**src/rtl/serial_mult_ctrl.sv**
```systemverilog
// rtl/serial_mult_ctrl.sv - sequencer for a shift-and-add serial multiplier datapath
module serial_mult_ctrl #(
  parameter int WIDTH = 4,
  parameter int CNT_W = 2
) (
  input  logic             CLK,
  input  logic             RST,
  input  logic             START,
  input  logic             MPLR_BIT,
  input  logic             ACK,
  output logic             LOAD,
  output logic             ACC_CLR,
  output logic             ADD_EN,
  output logic             SHIFT_EN,
  output logic             BUSY,
  output logic             DONE,
  output logic [CNT_W-1:0] COUNT
);

  typedef enum logic [2:0] {
    S_IDLE  = 3'd0,
    S_LOAD  = 3'd1,
    S_TEST  = 3'd2,
    S_ADD   = 3'd3,
    S_SHIFT = 3'd4,
    S_DONE  = 3'd5
  } state_t;

  localparam logic [CNT_W-1:0] LAST_ITER = CNT_W'(WIDTH - 1);

  state_t           state_q, state_d;
  logic [CNT_W-1:0] count_q, count_d;

  always_ff @(posedge CLK) begin
    if (!RST) begin
      state_q <= S_IDLE;
      count_q <= '0;
    end else begin
      state_q <= state_d;
      count_q <= count_d;
    end
  end

  always_comb begin
    state_d = state_q;
    count_d = count_q;
    case (state_q)
      S_IDLE: begin
        count_d = '0;
        if (START) state_d = S_LOAD;
      end
      S_LOAD: begin
        count_d = '0;
        state_d = S_TEST;
      end
      S_TEST: state_d = MPLR_BIT ? S_ADD : S_SHIFT;
      S_ADD:  state_d = S_SHIFT;
      S_SHIFT: begin
        count_d = count_q + CNT_W'(1);
        state_d = (count_q == LAST_ITER) ? S_DONE : S_TEST;
      end
      S_DONE: begin
        // ACK with START chains straight into the next load
        if (ACK) begin
          if (START) begin
            state_d = S_LOAD;
          end else begin
            state_d = S_IDLE;
            count_d = '0;
          end
        end
      end
      default: begin
        state_d = S_IDLE;
        count_d = '0;
      end
    endcase
  end

  always_comb begin
    LOAD     = 1'b0;
    ACC_CLR  = 1'b0;
    ADD_EN   = 1'b0;
    SHIFT_EN = 1'b0;
    BUSY     = 1'b0;
    DONE     = 1'b0;
    case (state_q)
      S_LOAD: begin
        LOAD    = 1'b1;
        ACC_CLR = 1'b1;
        BUSY    = 1'b1;
      end
      S_TEST: BUSY = 1'b1;
      S_ADD: begin
        ADD_EN = 1'b1;
        BUSY   = 1'b1;
      end
      S_SHIFT: begin
        SHIFT_EN = 1'b1;
        BUSY     = 1'b1;
      end
      S_DONE:  DONE = 1'b1;
      default: ;
    endcase
  end

  assign COUNT = count_q;

endmodule
```
**config.mk**
```make
export PLATFORM = sky130hd
export DESIGN_NAME = serial_mult_ctrl
export DESIGN_NICKNAME = d
export VERILOG_FILES = /design/src/rtl/serial_mult_ctrl.sv
export SDC_FILE = /design/constraint.sdc
export NUM_CORES = 1
export LEC_CHECK = 0
export CORE_AREA = 2 2 39 41
export CTS_BUF_LIST = sky130_fd_sc_hd__clkbuf_2
export DETAILED_ROUTE_END_ITERATION = 10
export DIE_AREA = 0 0 41 43
export MAX_ROUTING_LAYER = met4
export PLACE_DENSITY = 0.54
export SYNTH_ARGS = -nofsm -noshare
export SYNTH_HDL_FRONTEND = slang
export SYNTH_SLANG_ARGS = --single-unit
export TNS_END_PERCENT = 30
```
**constraint.sdc**
```tcl
create_clock -name CLK -period 2.4 [get_ports CLK]
set_input_delay 0.36 -clock CLK [delete_from_list [all_inputs] [get_ports CLK]]
set_output_delay 0.36 -clock CLK [all_outputs]
set_load 0.03 [all_outputs]
```
Word level (Yosys, flattened, before mapping)
Cells that the tools add are included.

Memory bits (read-only): 0. Input port bits: 5. Output and inout bits: 8. Flip-flop bits (word level): 5. RAM bits: 0. Latch bits: 0. Memories kept: 0.

Divide/modulo/power cells: 0. Multiply operators: 0. Reductions and logical operators: 5. Eq/ne operators: 9. Bitwise operators: 1. Mux-type cells: 14. Magnitude comparators: 0. $add $sub $neg: 1. Shift operators: 0.

Operators with widths (count): case mux 3 bit (6 select lines) (1); two-way mux 3 bit (4); equality test 3 x 2 -> 1 bit, second input constant (2); equality test 3 bit, second input constant (2); two-way mux 1 bit (6); != test 2 bit, second input constant (3); case mux 2 bit (3 select lines) (1); two-way mux 2 bit (2); OR reduction 4 bit (1); equality test 3 x 1 -> 1 bit, second input constant (1); logical NOT 3 bit (1); AND reduction 3 bit (1); adder 2 x 1 -> 2 bit, second input constant (1); equality test 2 bit, second input constant (1); AND reduction 2 bit (1); OR reduction 2 bit (1); inverter 1 bit (1).

Depth between registers and ports, before layout
Gate-level depths: netlist of the first run.

Word-level depth: 4. Mapped depth: 4. Depth with buffers taken out: 4.

Worst setup path before layout of the first run
OpenSTA, ideal clock, no wires.

Path type: register to output. Start point: reg state_q[2]. End point: out LOAD. Required time: 2.040 ns. Arrival time: 1.275 ns. Stages on the path, launching flop included: 5. Setup slack: 0.765 ns. Cell sequence: dfxtp_1 > buf_6 > nand2b_1 > nor2_1 > buf_4.

Word-level cells in the longest chain between the ends: 2.

RTL lines: from (decl) (RTL line 31) `state_t state_q, state_d;`; from (signal assigned) (RTL line 39) `state_q <= state_d;`; equality test 3 x 1 -> 1 bit; two-way mux 1 bit; to (decl) (RTL line 11) `output logic LOAD,`.

Every way passes these cells.

Final worst setup path of the first run
Start point: reg state_q[2]. End point: out DONE.

Word-level cells in the longest chain between the ends: 2.

RTL lines: equality test 3 bit (RTL line 87) `case (state_q)`; two-way mux 1 bit (RTL line 87); to (decl) (RTL line 16) `output logic DONE,`.

Every way passes these cells.

==> run_results.csv, run 1 <==
group,metric,value,unit
status,status,"complete, no violations",
finish,area_growth,35.1,%
floorplan,core.rowCount,14,
detailed_routing,wl_per_cell,10.3,um
logic_synthesis,ys_ff_latch,5,
sta,finalHoldViolations,0,
logic_synthesis,netlist_area,374,sq um
logic_synthesis,syn-num-nets,50,
logic_synthesis,synthSimpleGateAreaFrac,36.5,%
sta,drv_slew,0,
cts,cts.sinks,5,
cts,cts_made_buffers,3,
sta,relSlewSlack,72.8,%
cts,cts_resized,0,
detailed_routing,vias,328,
sta,finalCritPeriodShare,92.0,%
cts,cts.clk_slew.worst_paths,50,ps
sta,setup_tns,0,ps
sta,fin_worst_hold_slack,520,ps
finish,layout.nets,63,
cts,cts_hold_buf,0,
sta,rsz0062_at_grt,"no",
finish,multi_input_area,238,sq um
floorplan,start_util,27.0,%
detailed_routing,drc,0,
logic_synthesis,synth_cells,44,
finish,regArea,100,sq um
logic_synthesis,synth-xor-area-share,2.34,%
worst_hold_path,worst_hold_path.endpoint,"COUNT[1]",
power_and_ir_drop,fin_total_pwr,0.000249,W
global_route,grt_max_degree,15,
floorplan,die_area,1760,sq um
floorplan,pin_count,13,
cts,clk_latency,210,ps
worst_hold_path,hp-start,"COUNT[1]",
sta,tightest_slew,408,ps
setup_path,crit_chain,"nor2b_1 > and2_1 > clkdlybuf4s50_1",
cts,root_buffer,"clkbuf_2",
setup_path,reg2reg_depth,3,
global_route,grt_use_total,10.5,%
setup_path,worst_setup_path_end_kind,"output pin",
sta,min_period,2210,ps
logic_synthesis,synthAdderAreaFrac,3.34,%
setup_path,timing.rr.start,"state_q[0]",
detailed_routing,wirelength,738,um
place,port_buffers,12,
floorplan,fp.dieH,43,um
detailed_routing,ant_nets,0,
detailed_routing,first_pass_iters,4,
cts,cts_tree,"yes",
global_route,grt_antenna_before_repair,0,
worst_hold_path,holdCritPathClass,"flop to flop",
setup_path,cp_slowest_stage_delay,660,ps
place,dp_hpwl,610,um
logic_synthesis,yosys_warnings,0,
power_and_ir_drop,p_per_area,492,nW/um^2
sta,finalSetupViolCount,0,
setup_path,arrival,1850,ps
cts,cts_setup_buffers,0,
setup_path,start_kind,"flop",
setup_path,worst_ep_required_time,2040,ps
setup_path,crit_family,"buffers and inverters",
cts,clk_path_buf_depth,2,
setup_path,r2r_slack,1020,ps
setup_path,critPathMaxFanout,9,
sta,fmax,453,MHz
finish,drive_gt1_share,12.5,%
finish,final_design_area_no_fill,505,sq um
logic_synthesis,syn_avg_cell_area,8.50,sq um
global_route,grt_pass1_wl,1150,um
detailed_routing,viasPerCell,4.56,
setup_path,critPathKind,"flop to output pin",
finish,nFillCells,152,
logic_synthesis,synth_top_family_by_area,"simple AND/OR/NAND/NOR gates",
place,post_dp_cell_area,485,sq um
logic_synthesis,yosysSeqAreaShare,26.8,%
finish,n_antenna_cell,0,
cts,htree_levels,1,
global_route,grt_pass1_vias,286,
worst_hold_path,worstHoldPathCells,2,
setup_path,slowest_stage,"clkdlybuf4s50_1",
place,gp_congestion,0.699,
global_route,grt_remaining_overflow,0,
logic_synthesis,synth-compound-area-share,21.4,%
floorplan,die_w,41,um
logic_synthesis,synth.area.mux_share,0,%
flow_run,maxCapViolations,0,
detailed_routing,drt_iter0_drc,2,
power_and_ir_drop,ir_drop,0.000154,V
setup_path,reg2reg_to,"state_q[0]",
logic_synthesis,synthDistinctLibCells,27,
floorplan,coreArea,1380,sq um
sta,skew,2.51,ps
setup_path,worst-path-buf-inv,1,
power_and_ir_drop,p_leak,0.190,nW
-- cells by family (layout without fill, tap and decap cells) --
kind of cell / Yosys count / after routing
AND/OR/NAND/NOR: 20 / 20
flip-flops: 5 / 5
buffers and inverters: 6 / 18
adder cells (fa/ha/maj): 1 / 1
XOR/XNOR: 1 / 1
AO/OA/AOI/OAI: 11 / 11
-- cell usage after synthesis --
library cell	count	area (sq um)
a32o_1	1	10.0
buf_2	2	10.0
ha_1	1	12.5
and3_1	1	6.26
inv_1	1	3.75
buf_4	1	7.51
buf_6	1	11.3
xnor2_1	1	8.76
dfxtp_1	5	100
or3b_1	1	8.76
o21a_1	1	7.51
inv_2	1	3.75
nor2_1	3	11.3
a21oi_1	1	5.00
nor2b_4	1	13.8
nand2b_1	3	18.8
nor2b_1	3	18.8
a21boi_0	3	22.5
o21ai_0	2	10.0
and2_1	2	12.5
a22oi_1	2	15.0
nand4_1	2	12.5
nor3b_1	1	7.51
nand2_1	1	3.75
nor3b_2	1	12.5
and4b_1	1	10.0
o311a_1	1	10.0
-- how the worst max path moves through the flow --
stage | from | endpoint | slack (ps) | depth (start not counted)
3_3_place_gp | state_q[2] | DONE | 430 | 3
4_1_cts | state_q[2] | DONE | 150 | 3
3_5_place_dp | state_q[2] | DONE | 410 | 3
2_1_floorplan | state_q[2] | LOAD | 760 | 4
6_report | state_q[2] | DONE | 190 | 3
5_1_grt | state_q[2] | DONE | 70 | 3
-- cell type report --
cell class / instances / area share, %
inverter: 2 / 1.49
timing repair buffer: 12 / 23.8
sequential: 5 / 19.8
multi-input combinational: 33 / 47.0
clock buffer: 4 / 3.96
tap: 16 / 3.96
-- sequential cells by signal (all words and copies together) (netlist names) --
signal / count
state_q: 3
COUNT: 2
-- cells in the final DEF, fill, tap and decap left out --
cell type	count
a21boi_0	3
a21oi_1	1
a22oi_1	2
a32o_1	1
and2_1	2
and3_1	1
and4b_1	1
clkbuf_2	4
clkdlybuf4s50_1	12
dfxtp_1	5
ha_1	1
inv_1	1
inv_2	1
nand2_1	1
nand2b_1	3
nand4_1	2
nor2_1	3
nor2b_1	3
nor2b_4	1
nor3b_1	1
nor3b_2	1
o21a_1	1
o21ai_0	2
o311a_1	1
or3b_1	1
xnor2_1	1
-- stage by stage --
stage	util [%]	std cells	worst slack (ps)
after floorplan	-	44	765
after global placement	35.1	68	429
after detailed placement	35.1	68	408
after CTS	36.5	72	155
after global routing	36.5	72	73.4
final	36.5	72	192
-- worst reg2reg max path, cell delays in order (launching register included) --
cell      delay, ps
dfxtp_1         560
nand2b_1        150
and4b_1         220
o311a_1         340
-- metal layers --
metal	GRT usage [%]	vias to the layer above	wire, um	part of all wire [%]
met5	-	-	0	0
met4	12.0	0	9	1.2
met3	1.57	2	35	4.7
met2	13.4	9	354	48
met1	12.2	139	339	46
li1	-	178	-	-
-- power by group --
part	leakage, nW	internal, W	switching, W	total, W
clock network	0.0166	0.0000441	0.0000319	0.0000759
registers	0.0407	0.0000877	0.0000116	0.0000992
logic	0.133	0.0000370	0.0000365	0.0000735
Note: power is estimated with default switching activity, not from simulation.
==> run 2, diff against run 1 <==
- ABC_AREA: not set -> 0
- CORE_AREA: 2 2 39 41 -> not set
- CORE_MARGIN: not set -> 1
- CORE_UTILIZATION: not set -> 25
- DIE_AREA: 0 0 41 43 -> not set
- PLACE_DENSITY: 0.54 -> 0.49
==> run_results.csv, run 2 (synthesized netlist as in run 1, its figures left out) <==
group,metric,value,unit
setup_path,start_kind,"flop",
setup_path,timing.rr.start,"state_q[0]",
finish,n_antenna_cell,0,
setup_path,crit_chain,"nor2b_2 > and2_1 > clkdlybuf4s50_1",
finish,layout.nets,63,
sta,finalCritPeriodShare,91.5,%
finish,drive_gt1_share,14.3,%
detailed_routing,ant_nets,0,
status,status,"complete, no violations",
floorplan,die_area,1660,sq um
finish,final_common_cell,"clkdlybuf4s50_1",
power_and_ir_drop,p_per_area,502,nW/um^2
detailed_routing,viasPerCell,5.03,
cts,cts_setup_buffers,0,
cts,cts.clk_slew.worst_paths,70,ps
global_route,grt_use_total,14.3,%
detailed_routing,first_pass_iters,4,
detailed_routing,wirelength,825,um
worst_hold_path,holdCritPathClass,"flop to flop",
place,port_buffers,12,
setup_path,worst_setup_path_end_kind,"output pin",
power_and_ir_drop,p_leak,0.190,nW
finish,largest_register,"state_q",
floorplan,pin_count,13,
setup_path,r2r_slack,990,ps
sta,setup_tns,0,ps
finish,largest_register_ffs,3,
floorplan,start_util,27.7,%
global_route,grt_antenna_before_repair,0,
cts,cts_tree,"yes",
detailed_routing,vias,357,
detailed_routing,drc,0,
sta,finalHoldViolations,0,
finish,instances_no_fill,71,
global_route,grt_pass1_vias,322,
sta,skew,9.94,ps
place,gp_congestion,0.797,
setup_path,slowest_stage,"clkdlybuf4s50_1",
sta,fin_worst_hold_slack,528,ps
cts,root_buffer,"clkbuf_2",
global_route,grt_remaining_overflow,0,
setup_path,cp_slowest_stage_delay,660,ps
setup_path,arrival,1840,ps
sta,setup_slack,204,ps
sta,rsz0062_at_grt,"no",
place,dp_cells,67,
setup_path,worst_ep_required_time,2040,ps
sta,tightest_slew,436,ps
worst_hold_path,worst_hold_path.endpoint,"COUNT[1]",
cts,cts_resized,0,
cts,htree_levels,1,
setup_path,critPathMaxFanout,9,
floorplan,die_w,40.7,um
setup_path,cp-startpoint,"state_q[2]",
floorplan,coreArea,1350,sq um
sta,fmax,455,MHz
setup_path,reg2reg_depth,3,
place,post_dp_cell_area,484,sq um
flow_run,maxCapViolations,0,
finish,final_design_area_no_fill,507,sq um
cts,cts.sinks,5,
place,pre_cts_slack,411,ps
floorplan,core.rowCount,13,
power_and_ir_drop,ir_drop,0.000262,V
setup_path,critPathKind,"flop to output pin",
cts,cts_hold_buf,0,
setup_path,reg2reg_to,"state_q[0]",
global_route,grt_max_degree,15,
worst_hold_path,worstHoldPathCells,2,
sta,min_period,2200,ps
detailed_routing,drt_iter0_drc,8,
worst_hold_path,hp-start,"COUNT[1]",
finish,area_growth,35.5,%
finish,layout_common_cells,"clkdlybuf4s50_1 (12), dfxtp_1 (5), clkbuf_2 (4)",
sta,relSlewSlack,70.9,%
cts,clk_path_buf_depth,2,
cts,clk_latency,220,ps
sta,finalSetupViolCount,0,
global_route,grt_pass1_wl,1390,um
sta,drv_slew,0,
floorplan,fp.dieH,40.7,um
cts,cts_made_buffers,3,
detailed_routing,wl_per_cell,11.6,um
place,dp_hpwl,580,um
[run 2: cell counts in the layout (fill, tap and decap cells not counted)]
Identical to the previous run, type by type.
[run 2: power breakdown]
group / internal (W) / switching (W) / leakage, nW / total, W
Clock: 0.0000441 / 0.0000360 / 0.0166 / 0.0000801
Sequential: 0.0000876 / 0.0000127 / 0.0407 / 0.000100
Combinational: 0.0000372 / 0.0000369 / 0.133 / 0.0000741
[run 2: stage by stage]
step | total power, W | util, %
detailed placement | 0.000176 | 35.9
global route | 0.000277 | 37.5
global placement | 0.000177 | 35.9
finish | 0.000255 | 37.5
floorplan | 0.000151 | -
CTS | 0.000261 | 37.3
[run 2: layer usage]
layer | global-route usage, % | share of wire [%]
met3 | 9.78 | 5.9
met2 | 19.0 | 47
met5 | - | 0
met4 | 5.00 | 0
met1 | 16.8 | 47
[run 2: worst max-delay path by stage]
stage                 to  slack (ps)  cells after the start
floorplan           LOAD         760                      4
detailed placement  DONE         410                      3
finish              DONE         200                      3
CTS                 DONE         140                      3
global route        DONE          50                      3
global placement    DONE         440                      3
[run 2: layout make-up]
cell class,count,area [sq um]
clock buffer,4,20.0
fill,141,843
inverter,2,7.51
multi-input combinational,33,240
sequential,5,100
tap,15,18.8
timing repair buffer,12,120
[run 2: critical path, delay by kind of cell (launching register included)]
family	cells	cell delay, ps
flip-flops	1	520
AND/OR/NAND/NOR	2	440
buffers and inverters	1	660
